--- config.mk ---
export PLATFORM = sky130hd
export DESIGN_NAME = alu_pipe
export DESIGN_NICKNAME = d
export VERILOG_FILES = /design/src/rtl/alu_pipe.sv
export SDC_FILE = /design/constraint.sdc
export NUM_CORES = 1
export LEC_CHECK = 0
export BUFFER_PORTS_ARGS = -buffer_cell sky130_fd_sc_hd__buf_2
export CORE_UTILIZATION = 45
export DETAILED_ROUTE_END_ITERATION = 6
export PLACE_DENSITY = 0.68
export SYNTH_ARGS = -nofsm -noshare
export SYNTH_HDL_FRONTEND = slang
export SYNTH_SLANG_ARGS = --single-unit
--- constraint.sdc ---
create_clock -name clk -period 2.9 [get_ports clk]
set_input_delay 0.58 -clock clk [delete_from_list [all_inputs] [get_ports clk]]
set_output_delay 0.58 -clock clk [all_outputs]
set_load 0.01 [all_outputs]
--- src/rtl/alu_pipe.sv ---
// rtl/alu_pipe.sv - handshaked, registered ALU with optional iterative multiplier
//
// Purpose:
//   Accepts two WIDTH-bit operands and a 4-bit op code on a valid/ready input
//   channel. Returns a registered result plus zero/carry/overflow flags on a
//   valid/ready output channel. Single-cycle ops have latency 1 from the accept
//   edge. When ALU_PIPE_MUL_EN is defined, op 4'b1000 runs a shift-add
//   multiplier that takes WIDTH cycles. Otherwise op 4'b1000 decodes as add.
//
// Configuration macro:
//   ALU_PIPE_MUL_EN - build the iterative multiplier (MUL state, counter, busy).
//
// Parameters:
//   WIDTH  operand/result width (>= 4)
//   SHW    $clog2(WIDTH), low shift-amount bits (derived)
//
// Ports:
//   clk          in   1      rising-edge clock
//   rst_n        in   1      asynchronous active-low reset
//   in_valid     in   1      operands/op presented
//   in_ready     out  1      block accepts operands this cycle
//   a            in   WIDTH  source 1
//   b            in   WIDTH  source 2
//   alu_control  in   4      operation select
//   out_valid    out  1      result/flags valid
//   out_ready    in   1      consumer takes the result this cycle
//   result       out  WIDTH  registered result
//   zero         out  1      registered result == 0
//   carry        out  1      registered carry / no-borrow (add/sub only)
//   overflow     out  1      registered signed overflow (add/sub only)
//   busy         out  1      high while a multi-cycle op iterates

module alu_pipe #(
    parameter int WIDTH = 16,
    localparam int SHW = $clog2(WIDTH)
) (
    input  logic             clk,
    input  logic             rst_n,
    input  logic             in_valid,
    output logic             in_ready,
    input  logic [WIDTH-1:0] a,
    input  logic [WIDTH-1:0] b,
    input  logic [3:0]       alu_control,
    output logic             out_valid,
    input  logic             out_ready,
    output logic [WIDTH-1:0] result,
    output logic             zero,
    output logic             carry,
    output logic             overflow,
    output logic             busy
);

    localparam logic [3:0] OP_ADD  = 4'b0000;
    localparam logic [3:0] OP_SUB  = 4'b0001;
    localparam logic [3:0] OP_NOT  = 4'b0010;
    localparam logic [3:0] OP_SHL  = 4'b0011;
    localparam logic [3:0] OP_SHR  = 4'b0100;
    localparam logic [3:0] OP_AND  = 4'b0101;
    localparam logic [3:0] OP_OR   = 4'b0110;
    localparam logic [3:0] OP_SLTU = 4'b0111;
    localparam logic [3:0] OP_MUL  = 4'b1000;
    localparam logic [3:0] OP_SRA  = 4'b1001;
    localparam logic [3:0] OP_XOR  = 4'b1010;
    localparam logic [3:0] OP_SLT  = 4'b1011;

    localparam logic [WIDTH-1:0] WIDTH_VAL = WIDTH[WIDTH-1:0];

    // ------------------------------------------------------------------
    // Single-cycle datapath
    // ------------------------------------------------------------------
    logic [WIDTH:0]   sum_ext;
    logic [WIDTH:0]   diff_ext;
    logic             shift_big;
    logic [SHW-1:0]   shamt;
    logic             lt_signed;
    logic [WIDTH-1:0] alu_res;
    logic             alu_c;
    logic             alu_v;

    always_comb begin
        sum_ext   = {1'b0, a} + {1'b0, b};
        diff_ext  = {1'b0, a} - {1'b0, b};
        // The whole of b takes part: any amount >= WIDTH shifts everything out.
        shift_big = (b >= WIDTH_VAL);
        shamt     = b[SHW-1:0];
        lt_signed = ($signed(a) < $signed(b));

        alu_res = sum_ext[WIDTH-1:0];
        alu_c   = 1'b0;
        alu_v   = 1'b0;

        case (alu_control)
            OP_SUB: begin
                alu_res = diff_ext[WIDTH-1:0];
                // Top bit of the extended difference is the borrow.
                alu_c   = ~diff_ext[WIDTH];
                alu_v   = (a[WIDTH-1] != b[WIDTH-1]) &&
                          (diff_ext[WIDTH-1] != a[WIDTH-1]);
            end
            OP_NOT:  alu_res = ~a;
            OP_SHL:  alu_res = shift_big ? '0 : (a << shamt);
            OP_SHR:  alu_res = shift_big ? '0 : (a >> shamt);
            OP_SRA:  alu_res = shift_big ? {WIDTH{a[WIDTH-1]}}
                                         : WIDTH'($signed(a) >>> shamt);
            OP_AND:  alu_res = a & b;
            OP_OR:   alu_res = a | b;
            OP_XOR:  alu_res = a ^ b;
            OP_SLTU: alu_res = {{(WIDTH-1){1'b0}}, (a < b)};
            OP_SLT:  alu_res = {{(WIDTH-1){1'b0}}, lt_signed};
            // add, unused codes, and op 1000 when the multiplier is absent
            default: begin
                alu_res = sum_ext[WIDTH-1:0];
                alu_c   = sum_ext[WIDTH];
                alu_v   = (a[WIDTH-1] == b[WIDTH-1]) &&
                          (sum_ext[WIDTH-1] != a[WIDTH-1]);
            end
        endcase
    end

    // ------------------------------------------------------------------
    // Output-register load selection
    // ------------------------------------------------------------------
    logic             accept;
    logic             load_out;
    logic [WIDTH-1:0] load_res;
    logic             load_c;
    logic             load_v;

    assign accept = in_valid && in_ready;

`ifdef ALU_PIPE_MUL_EN
    typedef enum logic {IDLE, MUL} state_t;

    state_t           state;
    logic [SHW-1:0]   count;
    logic [WIDTH-1:0] acc;
    logic [WIDTH-1:0] mcand;
    logic [WIDTH-1:0] mplier;
    logic             start_mul;
    logic             mul_last;
    logic [WIDTH-1:0] acc_next;

    assign in_ready  = (state == IDLE) && (!out_valid || out_ready);
    assign start_mul = accept && (alu_control == OP_MUL);
    assign mul_last  = (state == MUL) && (count == SHW'(WIDTH - 1));
    // Partial product for this step; on the last step it is the final product.
    assign acc_next  = acc + (mplier[0] ? mcand : '0);

    always_comb begin
        load_out = (accept && !start_mul) || mul_last;
        load_res = alu_res;
        load_c   = alu_c;
        load_v   = alu_v;
        if (mul_last) begin
            load_res = acc_next;
            load_c   = 1'b0;
            load_v   = 1'b0;
        end
    end

    // Shift-add multiplier: one multiplier bit per cycle, low WIDTH bits kept.
    always_ff @(posedge clk or negedge rst_n) begin
        if (!rst_n) begin
            state  <= IDLE;
            count  <= '0;
            acc    <= '0;
            mcand  <= '0;
            mplier <= '0;
            busy   <= 1'b0;
        end else begin
            case (state)
                IDLE: begin
                    if (start_mul) begin
                        state  <= MUL;
                        count  <= '0;
                        acc    <= '0;
                        mcand  <= a;
                        mplier <= b;
                        busy   <= 1'b1;
                    end
                end
                MUL: begin
                    acc    <= acc_next;
                    mcand  <= mcand << 1;
                    mplier <= mplier >> 1;
                    count  <= count + 1'b1;
                    if (mul_last) begin
                        state <= IDLE;
                        busy  <= 1'b0;
                    end
                end
                default: begin
                    state <= IDLE;
                    busy  <= 1'b0;
                end
            endcase
        end
    end
`else
    assign in_ready = !out_valid || out_ready;
    assign busy     = 1'b0;

    always_comb begin
        load_out = accept;
        load_res = alu_res;
        load_c   = alu_c;
        load_v   = alu_v;
    end
`endif

    // ------------------------------------------------------------------
    // Output register: a new load wins over a drain on the same edge, so
    // out_valid stays high when the consumer and producer both move.
    // ------------------------------------------------------------------
    always_ff @(posedge clk or negedge rst_n) begin
        if (!rst_n) begin
            result    <= '0;
            zero      <= 1'b0;
            carry     <= 1'b0;
            overflow  <= 1'b0;
            out_valid <= 1'b0;
        end else if (load_out) begin
            result    <= load_res;
            zero      <= (load_res == '0);
            carry     <= load_c;
            overflow  <= load_v;
            out_valid <= 1'b1;
        end else if (out_valid && out_ready) begin
            out_valid <= 1'b0;
        end
    end

endmodule

==> key figures <==
Timing
  – Final slew viol count: 0
  – Setup WS post-layout: -0.246 ns
  – Number of hold-slack violations in the final timing report: 0
  – Crit share post-route: 108%
  – Final Hold Slack: 0.264 ns
  – Setup repair after global routing missed its margin: yes
  – Post-route minimum period: 3.15 ns
  – Normalized max-slew margin: 45.7%
  – Transition at the pin with the smallest max-transition slack: 0.812 ns
  – Number of setup violations in the final report: 6
  – Max Clock Freq: 318 MHz
  – Setup total negative slack: -0.732 ns
  – Final clock skew: 0.00154 ns

Status
  – Run status: finished, violations left
  – Failing checks: design-rule violations, negative setup slack

Synthesis
  – Number of warnings issued by yosys: 0
  – Post-synthesis sequential area ratio: 9.03%
  – Area share of the largest cell type after synthesis: 11.1%
  – Synthesized netlist cell count: 750
  – Number of nets produced by synthesis: 841
  – Cell type contributing the most total cell area after synthesis: sky130_fd_sc_hd__ha_1
  – Number of library cell types mapped by synthesis: 85
  – Synth Register Bits: 20
  – Post-Syn Area per Cell: 7.39 um^2
  – Top_reg_cell synth: sky130_fd_sc_hd__dfrtp_1
  – Proportion of register bits with asynchronous set or reset after synthesis: 100%
  – Biggest area contributors in the synthesized netlist: sky130_fd_sc_hd__ha_1, sky130_fd_sc_hd__dfrtp_1, sky130_fd_sc_hd__mux2_2
  – EDFF count, synth: 0
  – Post-synth design cell area: 5540 um^2

Run
  – Max_cap viols: 0

Final layout
  – Synthesis-to-layout area growth: 62.4%
  – Final instance area: 9000 um^2
  – Most common cell after layout, fill and taps aside: sky130_fd_sc_hd__buf_4
  – Layout cells sized above 1: 49.2%
  – Filler cell count in the final layout: 917
  – Commonest cells after routing, fill and taps aside: sky130_fd_sc_hd__buf_4, sky130_fd_sc_hd__nand2_1, sky130_fd_sc_hd__nor2_1, sky130_fd_sc_hd__buf_2, sky130_fd_sc_hd__ha_1
  – Diodes inserted: 0
  – Count of nets after finishing: 1157

Setup path
  – Crit path DAT: 3.31 ns
  – Endpoint of the lowest-slack register-to-register path: zero
  – Largest fanout of any net on the critical path: 4
  – Beginning of the critical path: b[5]
  – Worst path required time: 3.07 ns
  – Reg2reg path depth: 8
  – Critical Path Start Type: input port
  – Start of the worst register-to-register path: out_valid
  – Capture point of the critical path: zero
  – R2R setup slack: 0.88 ns
  – Kind of critical path: input port to register
  – Crit. End Element: register

Clock network
  – Number of buffers created by CTS: 3
  – # H-tree levels: 1
  – TritonCTS clock tree: yes
  – Count of hold buffers inserted by post-cts repair: 0
  – Bufs on Longest Clock Path: 2
  – Post-CTS clock slew at the launch and capture registers of the worst setup and hold paths: 0.05 ns
  – Root Driver: sky130_fd_sc_hd__clkbuf_16
  – Number of clock sinks: 20
  – Clk_lat worst skew: 0.24 ns

Detailed routing
  – Remaining routing DRC violations: 40
  – Average wire length per cell after detail routing: 22.2 um
  – Number of optimization iterations in the first detailed-route pass: 7
  – Post-DRT Antenna Nets: 0
  – Total vias in the final route: 7755
  – Starting DRC count in detailed routing: 798
  – Wirelength, routed: 26900 um
  – Post-DR vias/cell: 6.40

GRT
  – Global-route wire length before repair: 39900 um
  – Global-route usage over all layers: 40.3%
  – Largest net degree at the start of global routing: 27
  – Number of global-route vias before repair: 7533
  – Congestion Overflow GR: 0
  – Initial antenna violation count: 0

Power
  – Total power consumption of the routed design: 0.00229 W
  – Leakage power total: 4.17 nW
  – Power density relative to cell area: 254 nW/um^2
  – Worst-case vdd ir drop: 0.171 mV

Placement
  – Routability congestion estimate: 1.02
  – Post-DP Area: 8020 um^2
  – Input/output buffers: 60
  – Worst setup slack before clock tree synthesis: -0.804 ns
  – Detailed placement HPWL: 20900 um

Min path
  – Worst min path class: input port to asynchronous set/reset pin

Die
  – Vertical die dimension: 113 um
  – Initial Utilization: 46.2%
  – I/O pin count: 62
  – Standard cell core area: 12000 um^2
  – Width of the die: 113 um
  – Die outline area: 12800 um^2
  – Std-Cell Rows: 40
[metal layers]
metal  GRT usage, %  wire length (um)
met1           48.2             10200
met2           72.3             12700
met3           3.70              2180
met4           19.6              1790
met5              0                 0
[critical path, cell delays in order]
cell,delay [ns]
sky130_fd_sc_hd__buf_8,0.07
sky130_fd_sc_hd__buf_6,0.09
sky130_fd_sc_hd__inv_4,0.04
sky130_fd_sc_hd__buf_6,0.11
sky130_fd_sc_hd__ha_4,0.30
sky130_fd_sc_hd__nor3_4,0.05
sky130_fd_sc_hd__or4_4,0.57
sky130_fd_sc_hd__a31oi_4,0.21
sky130_fd_sc_hd__o31a_1,0.22
sky130_fd_sc_hd__nor4_2,0.06
sky130_fd_sc_hd__or4b_4,0.55
sky130_fd_sc_hd__a211oi_2,0.19
sky130_fd_sc_hd__nand4_1,0.11
sky130_fd_sc_hd__o21ai_1,0.16
[layout make-up]
class	count	area, um^2	share of cell area (%)
Multi-Input combinational cell	631	5260	58.4
Tap cell	147	184	2.04
Clock buffer	3	75.1	0.834
Timing Repair Buffer	366	2790	31.0
Sequential cell	20	500	5.56
Inverter	44	193	2.14
[stage by stage]
step / instances / util [%]
after floorplan: 750 / -
after global placement: 1183 / 66.8
after detailed placement: 1183 / 66.8
after CTS: 1198 / 70.8
after global routing: 1211 / 75.0
final: 1211 / 75.0
[registers in the layout (all words and copies together), names as in the netlist]
signal	flops
result	16
carry	1
zero	1
overflow	1
out_valid	1
[report_power, final]
part	total [W]	internal, W	switching, W
clock	0.000268	0.000181	0.0000867
sequential	0.000352	0.000327	0.0000249
combinational	0.00167	0.000802	0.000867
[synthesized netlist by cell type (15+ instances only)]
| master | count |
|---|---|
| sky130_fd_sc_hd__mux2i_1 | 28 |
| sky130_fd_sc_hd__mux2_2 | 26 |
| sky130_fd_sc_hd__ha_1 | 49 |
| sky130_fd_sc_hd__nor3_1 | 28 |
| sky130_fd_sc_hd__nor2_1 | 56 |
| sky130_fd_sc_hd__nand3_1 | 15 |
| sky130_fd_sc_hd__inv_1 | 43 |
| sky130_fd_sc_hd__nand2_1 | 77 |
| sky130_fd_sc_hd__o21ai_0 | 40 |
| sky130_fd_sc_hd__nor2b_1 | 21 |
| sky130_fd_sc_hd__nand2b_1 | 15 |
| sky130_fd_sc_hd__a21oi_1 | 37 |
| sky130_fd_sc_hd__clkbuf_1 | 38 |
| sky130_fd_sc_hd__dfrtp_1 | 20 |
[worst min-delay path by stage]
stage,startpoint,to,slack [ns],cells after the start
after floorplan,rst_n,carry,0.28,0
after global placement,result[9],result[9],0.46,2
after detailed placement,result[9],result[9],0.46,2
after CTS,rst_n,result[14],0.27,1
after global routing,rst_n,overflow,0.29,1
final,rst_n,overflow,0.26,1
[timing repair]
action / 4_1_cts / 5_1_grt
cloned: 0 / 1
hold endpoints to repair: 0 / 0
buffers inserted: 13 / 15
pin swaps: 28 / 55
endpoints found under the setup margin: 11 / 13
gates resized for setup: 80 / 85
[cells by family after synthesis]
kind of cell,Yosys count,synth area share (%)
compound gates,223,29.0
simple gates,283,26.6
mux,66,15.2
fa+ha+maj,51,11.8
buf+inv,99,7.27
xor+xnor,7,1.11
other cells,1,0.0676
flops,20,9.03
Power figures use the tool's default switching activity.
